### src/rtl/serial_adder_pkg.sv
// Shared types and defaults for the bit-serial adder sequencer.
package serial_adder_pkg;

  localparam int unsigned DefaultWidth = 8;

  typedef enum logic [1:0] {IDLE, RUN, DONE} sa_state_t;

endpackage

### src/rtl/fulladder.sv
// Single-bit full-adder cell, time-shared by serial_adder_ctrl.
module fulladder (
  input  logic a,
  input  logic b,
  input  logic cin,
  output logic s,
  output logic cout
);

  assign s    = a ^ b ^ cin;
  assign cout = (a & b) | (cin & (a ^ b));

endmodule

### src/rtl/serial_adder_ctrl.sv
// Bit-serial WIDTH-bit adder: one full-adder cell stepped LSB first, with
// valid/ready handshakes on operand capture and result delivery.
module serial_adder_ctrl
  import serial_adder_pkg::*;
#(
  parameter int unsigned WIDTH = DefaultWidth
) (
  input  logic             clk,
  input  logic             reset,
  input  logic             in_valid,
  output logic             in_ready,
  input  logic [WIDTH-1:0] a,
  input  logic [WIDTH-1:0] b,
  input  logic             cin,
  input  logic             clear,
  output logic             out_valid,
  input  logic             out_ready,
  output logic [WIDTH-1:0] sum,
  output logic             cout,
  output logic             overflow
);

  localparam int unsigned     CntW    = $clog2(WIDTH);
  localparam logic [CntW-1:0] LastBit = CntW'(WIDTH - 1);

  sa_state_t        state_q, state_d;
  logic [WIDTH-1:0] a_sh_q, a_sh_d;
  logic [WIDTH-1:0] b_sh_q, b_sh_d;
  logic [WIDTH-1:0] sum_sh_q, sum_sh_d;
  logic             carry_q, carry_d;
  logic             msb_cin_q, msb_cin_d;
  logic [CntW-1:0]  bit_cnt_q, bit_cnt_d;
  logic             fa_s, fa_cout;

  fulladder u_fa (
    .a    (a_sh_q[0]),
    .b    (b_sh_q[0]),
    .cin  (carry_q),
    .s    (fa_s),
    .cout (fa_cout)
  );

  always_comb begin
    state_d   = state_q;
    a_sh_d    = a_sh_q;
    b_sh_d    = b_sh_q;
    sum_sh_d  = sum_sh_q;
    carry_d   = carry_q;
    msb_cin_d = msb_cin_q;
    bit_cnt_d = bit_cnt_q;

    unique case (state_q)
      IDLE: begin
        if (in_valid) begin
          a_sh_d    = a;
          b_sh_d    = b;
          carry_d   = cin;
          bit_cnt_d = '0;
          sum_sh_d  = '0;
          state_d   = RUN;
        end
      end
      RUN: begin
        a_sh_d   = a_sh_q >> 1;
        b_sh_d   = b_sh_q >> 1;
        sum_sh_d = {fa_s, sum_sh_q[WIDTH-1:1]};
        carry_d  = fa_cout;
        // Counter saturates at the last bit so it never wraps.
        if (bit_cnt_q == LastBit) begin
          msb_cin_d = carry_q;
          state_d   = DONE;
        end else begin
          bit_cnt_d = bit_cnt_q + 1'b1;
        end
      end
      DONE: begin
        if (out_ready) begin
          state_d = IDLE;
        end
      end
      default: state_d = IDLE;
    endcase

    // Abort wins over both handshakes.
    if (clear) begin
      state_d = IDLE;
    end
  end

  always_ff @(posedge clk or posedge reset) begin
    if (reset) begin
      state_q   <= IDLE;
      a_sh_q    <= '0;
      b_sh_q    <= '0;
      sum_sh_q  <= '0;
      carry_q   <= 1'b0;
      msb_cin_q <= 1'b0;
      bit_cnt_q <= '0;
    end else begin
      state_q   <= state_d;
      a_sh_q    <= a_sh_d;
      b_sh_q    <= b_sh_d;
      sum_sh_q  <= sum_sh_d;
      carry_q   <= carry_d;
      msb_cin_q <= msb_cin_d;
      bit_cnt_q <= bit_cnt_d;
    end
  end

  assign in_ready  = (state_q == IDLE);
  assign out_valid = (state_q == DONE);
  assign sum       = sum_sh_q;
  assign cout      = carry_q;
  assign overflow  = msb_cin_q ^ carry_q;

endmodule

### config.mk
export PLATFORM = sky130hd
export DESIGN_NAME = serial_adder_ctrl
export DESIGN_NICKNAME = d
export VERILOG_FILES = /design/src/rtl/serial_adder_pkg.sv /design/src/rtl/fulladder.sv /design/src/rtl/serial_adder_ctrl.sv
export SDC_FILE = /design/constraint.sdc
export NUM_CORES = 1
export LEC_CHECK = 0
export BUFFER_PORTS_ARGS = -buffer_cell sky130_fd_sc_hd__buf_2
export CAP_MARGIN = 10
export CORE_UTILIZATION = 47
export DETAILED_ROUTE_END_ITERATION = 7
export PLACE_DENSITY = 0.74
export SLEW_MARGIN = 20
export SYNTH_ARGS = -nofsm -noshare
export SYNTH_HDL_FRONTEND = slang
export SYNTH_HIERARCHICAL = 1
export SYNTH_SLANG_ARGS = --single-unit
### constraint.sdc
create_clock -name clk -period 1.3 [get_ports clk]
set_input_delay 0.065 -clock clk [delete_from_list [all_inputs] [get_ports clk]]
set_output_delay 0.065 -clock clk [all_outputs]
set_load 0.01 [all_outputs]
== Yosys cells after proc, flatten, opt, wreduce, memory -nomap -nowiden ==
Index checks and enable logic that the tools add are counted.

* Bits of input ports: 22
* Output and inout bits: 12
* Word-level logic and storage cells: 44
* Flip-flop bits (word level): 31

* Bitwise logic cells: 6
* Multiplexer cells: 16
* Reductions and logical operators: 6
* Eq/ne operators: 8
* Add/sub/neg operators: 1

{| class="wikitable"
|+ Operators by type and width
! kind !! count
|-
| 8-bit case mux with 2 select lines || 3
|-
| 8-bit 2-to-1 mux || 3
|-
| 2-bit 2-to-1 mux || 4
|-
| 3-bit 2-to-1 mux || 2
|-
| 3-bit by 2-bit inequality test with 1-bit output (second input constant) || 2
|-
| 2-bit case mux with 3 select lines || 1
|-
| 3-bit case mux with 2 select lines || 1
|-
| 3-bit AND reduction || 2
|-
| 2-bit inequality test (second input constant) || 2
|-
| 2-bit AND reduction || 2
|-
| 3-bit by 1-bit adder with 3-bit output (second input constant) || 1
|-
| 3-bit equality test (second input constant) || 1
|-
| 3-bit inequality test (second input constant) || 1
|-
| 1-bit bitwise XOR || 3
|-
| 1-bit bitwise AND || 2
|-
| 2-bit by 1-bit equality test with 1-bit output (second input constant) || 1
|-
| 2-bit equality test (second input constant) || 1
|-
| 2-bit zero test || 1
|-
| 1-bit case mux with 2 select lines || 1
|-
| 2-bit nonzero test || 1
|-
| 1-bit 2-to-1 mux || 1
|-
| 1-bit OR || 1
|}

== Logic depth before layout (Yosys ltp) ==
Gate-level depths: netlist (run 1).

* Depth after elaboration: 4
* Mapped depth: 5
* Mapped depth without buffers: 5

== Cells and area by module ==
Netlist (run 1), hierarchy kept.

{| class="wikitable"
|+ Modules (own cells, without submodules)
! module !! cells each !! instances !! seq. area each (um^2) !! area an instance (um^2)
|-
| serial_adder_ctrl || 132 || 1 || 775.7 || 1397.6
|-
| fulladder || 1 || 1 || 0.0 || 20.0
|}

== Worst setup path before layout (run 1) ==
No wires, ideal clock.

* Kind: reg2reg
* Start point: register bit_cnt_q[0]
* End point: register msb_cin_q
* Library setup time: 0.127 ns
* Required time: 1.173 ns
* Setup slack: -0.036 ns
* Path buffers: 0
* Period minus slack after synthesis: 1.336 ns
* Arrival time: 1.209 ns
* Cell stages (with the launch flop): 5
* Cells stage by stage: dfrtp_1 > ha_1 > ha_1 > nand2_1 > mux2_1

* Word-level cells in the longest chain between the ends: 2

{| class="wikitable"
|+ RTL lines
! item !! line !! text
|-
| start, declared || serial_adder_ctrl.sv:32 || <nowiki>logic [CntW-1:0] bit_cnt_q, bit_cnt_d;</nowiki>
|-
| start signal, assigned || serial_adder_ctrl.sv:106 || <nowiki>bit_cnt_q <= bit_cnt_d;</nowiki>
|-
| 3-bit equality test || serial_adder_ctrl.sv:69 || <nowiki>if (bit_cnt_q == LastBit) begin</nowiki>
|-
| 2-bit AND reduction (no line) || n/a ||
|-
| end signal, assigned || serial_adder_ctrl.sv:105 || <nowiki>msb_cin_q <= msb_cin_d;</nowiki>
|-
| end, declared || serial_adder_ctrl.sv:31 || <nowiki>logic msb_cin_q, msb_cin_d;</nowiki>
|}

Every way passes these cells.
A chain may end at the register's enable or synchronous reset.

== Final worst setup path (run 1) ==
* Start point: register state_q[1]
* End point: output port out_valid

* Word-level cells in the longest chain between the ends: 1

{| class="wikitable"
|+ RTL lines
! item !! line !! text
|-
| start, declared || serial_adder_ctrl.sv:26 || <nowiki>sa_state_t state_q, state_d;</nowiki>
|-
| start signal, assigned || serial_adder_ctrl.sv:100 || <nowiki>state_q <= state_d;</nowiki>
|-
| 2-bit equality test || serial_adder_ctrl.sv:111 || <nowiki>assign out_valid = (state_q == DONE);</nowiki>
|-
| end, declared || serial_adder_ctrl.sv:16 || <nowiki>output logic out_valid,</nowiki>
|}

Every way passes these cells.

==> metrics, run 1 <==
Die ar.=3240 µm²; Ant. Diodes=0; crit path cell chain=buf_6, nor2b_2, buf_2; largest net degree at the start of global routing=32; clk buf depth=2; WS Path Type=reg -> out; H-tree depth=2; IO Pins=34; Syn Inst Count=133; f_max=0.769 GHz; layout cell share with drive strength beyond 1=38.2%; remaining global-route overflow=0; area occupied by multi-input gates=623 µm²; vias=1266; worst path arrival time=1.24 ns; Design Area, Final=1920 µm²; Hold Slack=0.0274 ns; placed instance count=201; Seq/Total Area, Yosys=54.7%; RD Place Congestion=0.691; first-pass GRT wire length=5340 µm; Worst-Margin Slew=0.386 ns; worst hold path type=in -> reg; relative slew slack=74.3%; max incr delay on CP=0.47 ns; Routed wire per std cell=14.9 µm; Std-Cell Rows=19; top cell type's share of synthesized area=54.7%; via/cell ratio=5.83; ys async rst share=100%; RSZ-0062 raised after global routing=yes; initial DRC count=57; Top FF cell, synth=dfrtp_1; vias in the first global route=1198; peak fanout along the critical path=7; min Tclk post-route=1.30 ns; Clk pin slew, worst setup/hold paths=0.10 ns; CP required=1.24 ns; CTS root buf=clkbuf_4; Post-Syn Area=1420 µm²; All-Layer GR Usage=21.8%; Unique masters post-synth=27; # setup viols final=1; final setup margin=-0.000646 ns; die outline width=56.9 µm; Post-synth EDFFs=0; CTS tree=built; initial antenna violation count=0; Leak=0.000895 µW; status=finished, violations left; Worst setup EP type=primary output; clock skew=0.00289 ns; hpwl dp=2170 µm; Post-DRT Antenna Nets=0; Register Area=778 µm²; peak supply drop=1070 µV; dpl cell area=1690 µm²; clk sinks=31; Final #Nets=210; Slowest cell on crit path=dfrtp_2; Area Growth Syn to Fin=35.3%; ranking of synthesized cells by area=dfrtp_1 55%, o22ai_1 8.8%, a21oi_1 4.9%; Final Slew Violations=0; fin cells=217; # fillers=233; port bufs=33; Synth Net Count=158; core box area=2810 µm²; initial core utilization=50.5%; routed wire length=3230 µm; leading area contributor after synthesis=dfrtp_1; number of detailed-route iterations in the first pass=6; Post-route DRC=6; total CTS buffers=5; critical path launch point type=flip-flop; Synthesis Warnings=6; final critical-path share of the clock period=100%; Final TNS setup=-0.000646 ns; violated checks=design-rule violations, negative setup slack; Max-Cap Viols=0; PD cells=1290 nW/µm²; Synth Register Bits=31; R2R setup slack=0.01 ns; setup slack at placement=-0.0341 ns; clk_lat worst skew=0.33 ns; die height=56.9 µm; final hold violations=0; syn avg cell area=10.7 µm²
## what timing repair did
item	CTS	global route
gates resized for setup	11	7
endpoints found under the hold margin	35	0
hold buffers	5	0
setup buffers	2	2
setup endpoints to repair	4	20
cloned	0	0
## metrics by stage
step	power, µW	utilization (%)
floorplan	1450	-
global placement	1610	60.1
detailed placement	1640	60.1
CTS	2460	67.0
global route	2590	68.4
finish	2470	68.4
## cells in the mapped netlist (2+ instances only)
library cell and instances:
o22ai_1 20, dfrtp_1 31, nor3b_1 2, a22o_1 8
buf_2 8, nand2_1 7, nor2_1 4, nor3_1 3
a21oi_1 14, ha_1 2, o21ai_0 5, nand2b_1 4
nor2b_1 4, o22a_1 2, inv_1 5, a22oi_1 2
a221oi_1 2
## layout make-up
type | instances | share of cell area [%]
multi-input combinational | 87 | 32.5
tap | 31 | 2.02
inverter | 6 | 1.17
sequential | 31 | 40.6
timing repair buffer | 54 | 19.2
clock buffer | 6 | 2.67
clock inverter | 2 | 1.83
## layout by cell type, fill, tap and decap left out, types with 3 or more instances in the layout
cell type and n:
buf_6 5, nand2_1 7, nor3_1 3, dlygate4sd3_1 5
a22o_1 8, o21ai_0 5, o22ai_1 20, nor2b_1 3
dfrtp_1 29, buf_4 11, inv_1 5, a21oi_1 14
nand2b_1 3, clkbuf_4 5, buf_2 32
## final timing paths
check / start / end / cells after the start
hold / removal: a[3] / a_sh_q[3] / 3
hold reg to reg: a_sh_q[7] / a_sh_q[7] / 2
setup reg to reg: bit_cnt_q[0] / msb_cin_q / 4
min in group asynchronous: reset / bit_cnt_q[2] / 4
setup / recovery: state_q[1] / out_valid / 3
max in group asynchronous: reset / state_q[0] / 4
## logic make-up (layout without fill, tap and decap cells)
| logic type | count (synthesis) | after routing | synth area share, % |
|---|---|---|---|
| simple gates | 25 | 25 | 9.09 |
| mux | 1 | 1 | 0.794 |
| buf+inv | 15 | 68 | 4.94 |
| flops | 31 | 31 | 54.7 |
| compound gates | 57 | 57 | 26.7 |
| fa+ha+maj | 3 | 3 | 3.18 |
| xor+xnor | 1 | 1 | 0.618 |
## per-layer routing
layer,GRT usage [%],wire (µm),vias up
met3,6.91,129,6
met5,0,0,-
met2,36.5,1620,25
met4,6.27,38,0
met1,27.3,1450,628
li1,-,-,607
## critical path, delay by kind of cell, from the launching register on
| family | cells | cell delay [ns] |
|---|---|---|
| and+or+nand+nor | 1 | 0.15 |
| buffers and inverters | 2 | 0.29 |
| DFF | 1 | 0.47 |
## state kept, by name, indices dropped and copies added, names as in the netlist
register / cells
cout: 1
sum: 8
state_q: 2
b_sh_q: 8
msb_cin_q: 1
a_sh_q: 8
bit_cnt_q: 3
## where the power goes
part / internal (µW) / switching, µW
Combinational: 266 / 246
Sequential: 1080 / 88.0
Clock: 454 / 331
(Power assumes the default switching activity.)
==> run 2, diff against run 1 <==
- MAX_ROUTING_LAYER: default -> met4
- SETUP_SLACK_MARGIN: default -> 0.02
- SKIP_LAST_GASP: default -> 1
==> run 2 against run 1 <==
Total power is 8.2% lower. Via count grew 0.24%. Sequential cell count unchanged. Sequential power about the same. Clock power fell by 33%. Count of clock-buffer cells in the layout shrank 1. Maximum frequency grew 0.19%. The flow finishes with violations (design-rule violations).
==> metrics, run 2 (same netlist as run 1, synthesis figures left out) <==
total CTS buffers=5; via/cell ratio=5.72; Sw Pwr=687 µW; PD cells=1120 nW/µm²; Final TNS setup=0 ns; clock network power share=23.3%; Max-Cap Viols=0; peak fanout along the critical path=6; clk buf depth=2; layout cell share with drive strength beyond 1=44.5%; dpl cell area=1690 µm²; Clk pin slew, worst setup/hold paths=0.09 ns; port bufs=33; worst hold path type=in -> reg; worst path arrival time=1.51 ns; remaining global-route overflow=0; first-pass GRT wire length=5330 µm; initial DRC count=53; routed wire length=3480 µm; RD Place Congestion=0.717; clk sinks=31; final setup margin=0.00184 ns; Final #Nets=215; commonest non-fill, non-tap cells in the layout=32 x buf_2, 29 x dfrtp_1, 15 x o22ai_1, 15 x buf_4, 14 x a21oi_1; hpwl dp=2090 µm; peak supply drop=879 µV; CTS root buf=clkbuf_4; core box area=2810 µm²; CTS tree=built; critical path launch point type=flip-flop; Ant. Diodes=0; final critical-path share of the clock period=99.9%; Leak=0.000927 µW; violated checks=design-rule violations; largest net degree at the start of global routing=32; Post-DRT Antenna Nets=0; status=finished, violations left; H-tree depth=2; Post-route DRC=6; Gate power share=24.9%; commonest non-fill, non-tap cell in the layout=buf_2; Worst-Margin Slew=0.441 ns; clk_lat worst skew=0.34 ns; initial core utilization=50.5%; vias=1269; internal cell power=1580 µW; All-Layer GR Usage=22.2%; Die ar.=3240 µm²; clock skew=0.00965 ns; min Tclk post-route=1.30 ns; Std-Cell Rows=19; IO Pins=34; die height=56.9 µm; Routed wire per std cell=15.7 µm; Worst setup EP type=flip-flop; f_max=0.770 GHz; number of detailed-route iterations in the first pass=6; initial antenna violation count=0; relative slew slack=70.6%; # setup viols final=0; CP required=1.52 ns; die outline width=56.9 µm; WS Path Type=reg -> reg; setup slack at placement=-0.0182 ns; Final Slew Violations=0; sw frac=30.3%; RSZ-0062 raised after global routing=yes; vias in the first global route=1216; Design Area, Final=2010 µm²; Area Growth Syn to Fin=42.1%; final hold violations=0; sequential share of power=51.8%
==> run 2: cell count changes in the layout (fill, tap and decap cells not counted), moves of 2 or more <==
| cell | change |
|---|---|
| buf_4 | +4 |
| clkinv_2 | +2 |
| clkinvlp_4 | +2 |
| nand2b_1 | -2 |
| nand2b_4 | +3 |
| o21ai_0 | -2 |
| o21ai_1 | +2 |
| o22ai_1 | -5 |
| o22ai_2 | +5 |
==> run 2: metal layers <==
| metal | global-route usage [%] | routed length, µm | up-vias |
|---|---|---|---|
| met5 | - | 0 | - |
| met3 | 5.07 | 148 | 2 |
| met4 | 9.76 | 20 | 0 |
| li1 | - | - | 613 |
| met2 | 35.0 | 1770 | 36 |
| met1 | 27.3 | 1540 | 618 |
==> run 2: what timing repair did <==
action,4_1_cts,5_1_grt
gates resized for setup,4,25
setup endpoints to repair,9,29
endpoints found under the hold margin,35,0
buffers inserted,5,6
pin swaps,0,4
gates cloned,0,1
hold buffers,5,0
==> run 2: through the flow <==
| stage | total power (µW) | utilization (%) | std cells | hold slack (ns) |
|---|---|---|---|---|
| 3_3_place_gp | 1600 | 60.2 | 198 | 0.152 |
| 6_report | 2270 | 71.8 | 222 | 0.0285 |
| 3_5_place_dp | 1640 | 60.2 | 198 | 0.160 |
| 5_1_grt | 2390 | 71.8 | 222 | 0.0249 |
| 2_1_floorplan | 1450 | - | 133 | 0.128 |
| 4_1_cts | 2190 | 65.5 | 216 | 0.0280 |
==> run 2: final cells by class <==
| type | count | area [µm²] |
|---|---|---|
| Fill cell | 213 | 791 |
| Timing Repair Buffer | 59 | 433 |
| Tap cell | 31 | 38.8 |
| Clock inverter | 3 | 15.0 |
| Multi-Input combinational cell | 87 | 682 |
| Inverter | 6 | 30.0 |
| Clock buffer | 5 | 37.5 |
| Sequential cell | 31 | 778 |
==> run 2: final timing paths <==
check / start / to / slack, ns / cells past startpoint
hold reg to reg: a_sh_q[7] / a_sh_q[7] / 0.51 / 2
min in group asynchronous: reset / bit_cnt_q[2] / 0.36 / 4
hold / removal: a[2] / a_sh_q[2] / 0.03 / 3
max in group asynchronous: reset / state_q[0] / 0.63 / 4
setup / recovery: state_q[1] / a_sh_q[0] / 0.002 / 5
setup reg to reg: state_q[1] / a_sh_q[0] / 0.002 / 5
==> run 2: power groups by stage <==
stage          registers [µW]  clock network, µW  logic (µW)
5_1_grt                  1190                587         615
3_5_place_dp             1190                  0         445
4_1_cts                  1170                541         485
2_1_floorplan            1190                  0         265
3_3_place_gp             1180                  0         419
6_report                 1170                528         563
==> run 2: worst max-delay path, cell delays in order (launching register included) <==
cell	delay, ns
dfrtp_2	0.45
buf_4	0.17
nand2b_4	0.16
clkbuf_16	0.18
o22ai_1	0.12
a21oi_1	0.10
==> run 3, diff against run 2 <==
- CORE_MARGIN: default -> 4
- clock period: 1.3 -> 1.05 ns (I/O delays scaled with it)
==> run 3 against run 2 <==
The flow finishes with violations (negative setup slack). Worst setup slack worse by 0.26 ns. Die area up 22%. Critical path depth shrank 1. Combinational power grew 69%. Sequential power increased by 28%. Wire length increased by 40%. Cell area grew 19%. Critical endpoint is now out_valid. Largest cell class is now multi-input gates.
==> metrics, run 3 (same netlist as run 1, synthesis figures left out) <==
f_max=0.764 GHz; Post-route DRC=0; H-tree depth=2; hpwl dp=2400 µm; Ant. Diodes=0; Final #Nets=234; number of detailed-route iterations in the first pass=4; IO Pins=34; Worst-Margin Slew=0.395 ns; clk sinks=31; worst path arrival time=1.26 ns; internal cell power=2420 µW; Clk pin slew, worst setup/hold paths=0.11 ns; final critical-path share of the clock period=125%; PD cells=1450 nW/µm²; die outline width=62.9 µm; initial antenna violation count=0; CTS tree=built; RSZ-0062 raised after global routing=yes; setup slack at placement=-0.209 ns; initial core utilization=50.1%; Leak=0.00109 µW; worst hold path type=in -> reg; first-pass GRT wire length=7010 µm; final setup margin=-0.258 ns; crit path cell chain=buf_6, buf_6, nor2b_4, buf_6; routed wire length=4880 µm; port bufs=33; largest net degree at the start of global routing=32; post-layout util=84.6%; vias=1456; clock skew=0.00291 ns; commonest non-fill, non-tap cells in the layout=30 x dfrtp_1, 30 x buf_2, 24 x buf_4; All-Layer GR Usage=23.7%; sw frac=30.4%; Max-Cap Viols=0; total CTS buffers=5; Power Total=3470 µW; Die ar.=3960 µm²; # setup viols final=35; status=finished, violations left; die height=62.9 µm; clock network power share=29.5%; critical path launch point type=flip-flop; relative slew slack=73.7%; core box area=2830 µm²; Routed wire per std cell=20.2 µm; layout cell share with drive strength beyond 1=61.4%; RD Place Congestion=0.776; CP required=1.00 ns; initial DRC count=174; Slowest cell on crit path=dfrtp_1; Worst setup EP type=primary output; Final TNS setup=-6.46 ns; clk buf depth=2; vias in the first global route=1452; Final Slew Violations=0; Area Growth Syn to Fin=68.8%; remaining global-route overflow=0; violated checks=negative setup slack; final hold violations=0; via/cell ratio=6.04; CTS root buf=clkbuf_4; peak fanout along the critical path=3; crit-path most repeated cell=buf_6; clk_lat worst skew=0.34 ns; min Tclk post-route=1.31 ns; Gate power share=27.4%; peak supply drop=1320 µV; max incr delay on CP=0.44 ns; Std-Cell Rows=19; sequential share of power=43.2%; WS Path Type=reg -> out; Sw Pwr=1050 µW; Post-DRT Antenna Nets=0
## run 3: final timing paths
path                       startpoint  slack (ns)        end  cells past startpoint
max                        state_q[0]       -0.26  out_valid                      4
min                              a[1]        0.02  a_sh_q[1]                      3
max reg2reg                state_q[1]       -0.24  b_sh_q[1]                      4
min reg2reg                    sum[0]        0.51     sum[0]                      1
max in group asynchronous       reset        0.40       cout                      4
min in group asynchronous       reset        0.34     sum[1]                      4
## run 3: final cells by class
cell class / instances / area, µm²
multi-input cells: 88 / 873
clock buffers: 6 / 51.3
flip-flops and latches: 31 / 777
well taps: 31 / 38.8
fillers: 131 / 435
clock inverters: 2 / 35.0
repair buffers: 77 / 591
inverters: 6 / 27.5
## run 3: worst max-delay path: cells and delay by family, from the launching register on
kind / cells / cell delay (ns)
AND/OR/NAND/NOR: 1 / 0.11
buffers and inverters: 3 / 0.36
flip-flops: 1 / 0.44
## run 3: timing repair
item,in CTS,in global routing
hold buffers,5,1
hold endpoints to repair,35,1
buffers inserted,8,4
pin swaps,17,4
cloned,2,0
gates resized for setup,41,18
endpoints found under the setup margin,35,35
## run 3: stage by stage
step | cells | instance area, µm² | hold slack [ns]
final | 241 | 2390 | 0.0214
after global routing | 241 | 2390 | 0.0125
after CTS | 236 | 2260 | 0.0174
after detailed placement | 213 | 1840 | 0.152
after global placement | 213 | 1840 | 0.140
after floorplan | 133 | 1510 | 0.116
## run 3: routing by layer
layer,vias to the layer above,share of wire [%],GRT usage [%]
met5,-,0,-
met4,0,4.2,11.3
met3,20,4.6,5.04
met2,60,50,40.1
met1,723,41,26.5
li1,653,-,-
## run 3: power by group through the flow
stage	combinational (µW)	sequential (µW)	clock, µW
after global routing	1030	1520	1120
after detailed placement	643	1470	0
final	950	1500	1020
after CTS	821	1470	988
after floorplan	363	1480	0
after global placement	616	1460	0
